`config.mk`:
```
export PLATFORM = sky130hd
export DESIGN_NAME = matrix_c_stream_out
export DESIGN_NICKNAME = d
export VERILOG_FILES = /design/src/rtl/matrix_c_stream_out.sv
export SDC_FILE = /design/constraint.sdc
export NUM_CORES = 1
export LEC_CHECK = 0
export ABC_AREA = 0
export CAP_MARGIN = 10
export CORE_MARGIN = 2
export CORE_UTILIZATION = 50
export DETAILED_ROUTE_END_ITERATION = 16
export GPL_ROUTABILITY_DRIVEN = 0
export PLACE_DENSITY = 0.89
export SLEW_MARGIN = 20
export SYNTH_ARGS = -nofsm -noshare
export SYNTH_HDL_FRONTEND = slang
export SYNTH_SLANG_ARGS = --single-unit
```
`constraint.sdc`:
```
create_clock -name clk -period 2 [get_ports clk]
set_input_delay 0.2 -clock clk [delete_from_list [all_inputs] [get_ports clk]]
set_output_delay 0.2 -clock clk [all_outputs]
set_load 0.01 [all_outputs]
```
`src/rtl/matrix_c_stream_out.sv`:
```
// Drain buffer for result matrices: captures a row*col matrix of 32-bit words in one
// cycle and streams it out element 0 first, one word per valid/ready handshake.
module matrix_c_stream_out #(
  parameter int row = 4,
  parameter int col = 4
) (
  input  logic                     clk,
  input  logic                     reset,
  input  logic                     load,
  input  logic [row*col*32-1:0]    Data_in,
  output logic [31:0]              Data_out,
  output logic                     Data_valid,
  input  logic                     Data_ready,
  output logic                     Busy,
  output logic                     Done
);

  localparam int N  = row * col;
  localparam int IW = $clog2(N);

  typedef enum logic {IDLE, SEND} state_t;

  state_t           state, state_nxt;
  logic [N*32-1:0]  shadow;
  logic [IW-1:0]    index, index_nxt;
  logic             capture;
  logic             done_nxt;

  always_comb begin
    state_nxt = state;
    index_nxt = index;
    capture   = 1'b0;
    done_nxt  = 1'b0;
    case (state)
      IDLE: begin
        if (load) begin
          capture   = 1'b1;
          index_nxt = '0;
          state_nxt = SEND;
        end
      end
      SEND: begin
        // load is deliberately not looked at here, so a mid-stream load is dropped
        if (Data_ready) begin
          if (index == IW'(N - 1)) begin
            index_nxt = '0;
            state_nxt = IDLE;
            done_nxt  = 1'b1;
          end else begin
            index_nxt = index + 1'b1;
          end
        end
      end
      default: state_nxt = IDLE;
    endcase
  end

  always_ff @(posedge clk) begin
    if (reset) begin
      state  <= IDLE;
      index  <= '0;
      shadow <= '0;
      Done   <= 1'b0;
    end else begin
      state <= state_nxt;
      index <= index_nxt;
      Done  <= done_nxt;
      if (capture) begin
        shadow <= Data_in;
      end
    end
  end

  // Outputs decode registered state only; Data_ready/load never reach them combinationally.
  assign Busy       = (state == SEND);
  assign Data_valid = (state == SEND);
  assign Data_out   = (state == SEND) ? shadow[32*int'(index) +: 32] : 32'h0;

endmodule

```
==> impl_metrics.env <==
export IMPL_stdcell_area_um2=32500
export IMPL_hold_depth=3
export IMPL_ys_ff_latch=518
export IMPL_drv_slew=0
export IMPL_path_cells="buf_12, buf_16, buf_16, buf_8, mux4_2, o21ai_2, o21ai_2, buf_2"
export IMPL_antenna_found_initial=25
export IMPL_period_share_pct=136
export IMPL_synthXorXnorAreaFrac_pct=0
export IMPL_postLayoutCoreUtil_pct=75.2
export IMPL_synth_compound_area_share_pct=17.0
export IMPL_std_cell_rows=76
export IMPL_status="finished, violations left"
export IMPL_p_per_area_nw_per_um2=790
export IMPL_ys_seq_area_share_pct=47.2
export IMPL_cts_path_max_buffers=3
export IMPL_layout_common_cells="1055 x nand2_1, 517 x a21oi_1, 516 x clkdlybuf4s50_1"
export IMPL_post_dp_cell_area_um2=29000
export IMPL_critPathCaptureType="output pin"
export IMPL_cp_max_fo=8
export IMPL_drt_wl_total_um=92000
export IMPL_critical_path_depth=8
export IMPL_setup_slack_ns=-0.711
export IMPL_synthMuxAreaShare_pct=11.8
export IMPL_finalHoldViolCount=0
export IMPL_finalSetupViolCount=32
export IMPL_rsz0062_at_grt="yes"
export IMPL_whs_ns=0.130
export IMPL_worst_slew_pin_slew_ns=0.538
export IMPL_final_common_cell="nand2_1"
export IMPL_syn_area_um2=22000
export IMPL_routedWlPerCell_um=22.9
export IMPL_cts_tree="built"
export IMPL_area_growth_syn_to_layout_pct=47.9
export IMPL_drtIter0Drc=3186
export IMPL_dieArea_um2=45700
export IMPL_yosys_area_share_adder_pct=0.0569
export IMPL_finClkSkew_ns=0.0305
export IMPL_postSynthCellCount=2772
export IMPL_yosysWarnings=0
export IMPL_core_um2=43300
export IMPL_synth_distinct_cells=27
export IMPL_clkTransAtPathRegs_ns=0.06
export IMPL_initial_core_util_pct=50.8
export IMPL_yosys_area_share_simple_pct=18.9
export IMPL_required_ns=1.80
export IMPL_violations="negative setup slack"
export IMPL_worst_ep_arrival_time_ns=2.51
export IMPL_grt_usage_pct=38.1
export IMPL_root_buffer="clkbuf_16"
export IMPL_worstSetupPathType="register to output pin"
export IMPL_ant_nets=0
export IMPL_clk_latency_ns=0.61
export IMPL_dp_hpwl_um=62500
export IMPL_io_pins=551
export IMPL_slowest_stage="mux4_2"
export IMPL_fin_nets=3883
export IMPL_slew_headroom_pct=63.1
export IMPL_synth_top_family_by_area="simple AND/OR/NAND/NOR gates"
export IMPL_r2r_cells=6
export IMPL_drive_gt1_share_pct=15.4
export IMPL_ir_worst_vdd_uv=598
export IMPL_maxCapViolCount=0
export IMPL_critPathBufInv=5
export IMPL_cts_sinks=518
export IMPL_synth_area_per_cell_um2=7.93
export IMPL_period_minus_slack_ns=2.71
export IMPL_drtPass1Iterations=9
export IMPL_clock_fmax_ghz=0.369
export IMPL_die_w_um=214
export IMPL_grt_max_degree=75
export IMPL_cp_slowest_stage_delay_ns=0.50
export IMPL_grt_pass1_vias=22300
export IMPL_p_leak_nw=11.7
export IMPL_drc_errors=0
export IMPL_min_delay_path_class="primary input to register"
export IMPL_fin_tns_setup_ns=-19.44
export IMPL_vias=23600
export IMPL_fill_cells=2811
export IMPL_grt_ovfl_total=0
export IMPL_start_kind="register"
export IMPL_synth_nets=3289
export IMPL_finalPower_mw=25.7
export IMPL_critPathTopFamily="buffers and inverters"
export IMPL_port_buffers=550
export IMPL_vias_per_cell=5.87
export IMPL_htree_levels=2
export IMPL_grt_pass1_wl_um=131000
export IMPL_numCtsBuffers=53
export IMPL_die_y_um=214
[kinds of logic (layout without fill, tap and decap cells)]
group / count (synthesis) / after routing
AOI/OAI and AO/OA: 680 / 680
adders and majority gates: 1 / 1
buffers and inverters: 235 / 868
DFF: 518 / 518
muxes: 241 / 241
other: 0 / 22
and+or+nand+nor: 1097 / 1099
[registers in the layout, summed over array words and instances (netlist names)]
| register | count |
|---|---|
| shadow | 512 |
| index | 4 |
| Busy | 1 |
| Done | 1 |
[synthesized netlist by cell type]
cell type / instances / area share [%]
nand2_1: 1078 / 18
a221oi_1: 15 / 0.60
inv_1: 1 / 0.017
a31oi_1: 1 / 0.028
mux4_2: 15 / 1.5
a21oi_1: 517 / 12
dfxtp_1: 518 / 47
o22ai_1: 17 / 0.48
and2_1: 1 / 0.028
clkbuf_1: 121 / 2.1
nor3b_1: 1 / 0.034
nor2b_1: 3 / 0.085
buf_1: 16 / 0.27
buf_8: 3 / 0.20
o21ai_1: 30 / 0.68
o211ai_1: 1 / 0.034
a22oi_1: 98 / 3.3
mux2i_1: 226 / 10
buf_6: 13 / 0.67
buf_4: 6 / 0.20
o21ai_0: 1 / 0.023
nor3_1: 3 / 0.068
nand2b_1: 2 / 0.057
nand3_1: 5 / 0.11
ha_1: 1 / 0.057
buf_2: 75 / 1.7
nor2_1: 4 / 0.068
[routing by layer]
layer  global-route usage [%]  wire length, um  vias to the layer above
met5                        0              104                        -
met4                     23.8             6020                       16
met3                     9.45            10800                      361
met2                     57.1            40200                     1657
met1                     49.4            34900                    11000
li1                         -                -                    10500
[final timing paths]
check                from  slack [ns]      endpoint
min reg2reg   shadow[501]        0.45   shadow[501]
max              index[0]       -0.71  Data_out[27]
min          Data_in[494]        0.13   shadow[494]
max reg2reg          Busy        0.24    shadow[65]
[area by class of cell]
| type | count | area (um2) | area share (%) |
|---|---|---|---|
| inverters | 1 | 3.75 | 0.0115 |
| repair buffers | 771 | 8080 | 24.8 |
| diodes | 22 | 55.1 | 0.169 |
| well taps | 585 | 732 | 2.25 |
| multi-input cells | 2021 | 11500 | 35.3 |
| clock inverters | 22 | 272 | 0.835 |
| clock buffers | 74 | 1520 | 4.66 |
| flip-flops and latches | 518 | 10400 | 31.9 |
[through the flow]
step / setup WS (ns) / cells
2_1_floorplan: 0.400 / 2772
5_1_grt: -0.759 / 4006
3_5_place_dp: -0.649 / 3845
4_1_cts: -0.665 / 3990
3_3_place_gp: -0.627 / 3845
6_report: -0.711 / 4014
[worst reg2reg max path: cells and delay by family, from the launching register on]
kind            cells  cell delay [ns]
compound gates      1             0.22
simple gates        2             0.36
buf+inv             3             0.73
flops               1             0.38
[what timing repair did]
item	in CTS	in global routing
hold buffers	1	0
pin swaps	84	41
gates cloned	9	1
endpoints found under the hold margin	34	0
gates resized for setup	319	78
endpoints found under the setup margin	34	32
setup buffers	47	8
[power breakdown]
group / internal, mW / switching [mW]
clock network: 5.94 / 4.35
logic: 2.09 / 2.01
registers: 10.9 / 0.403
Power figures use the tool's default switching activity.
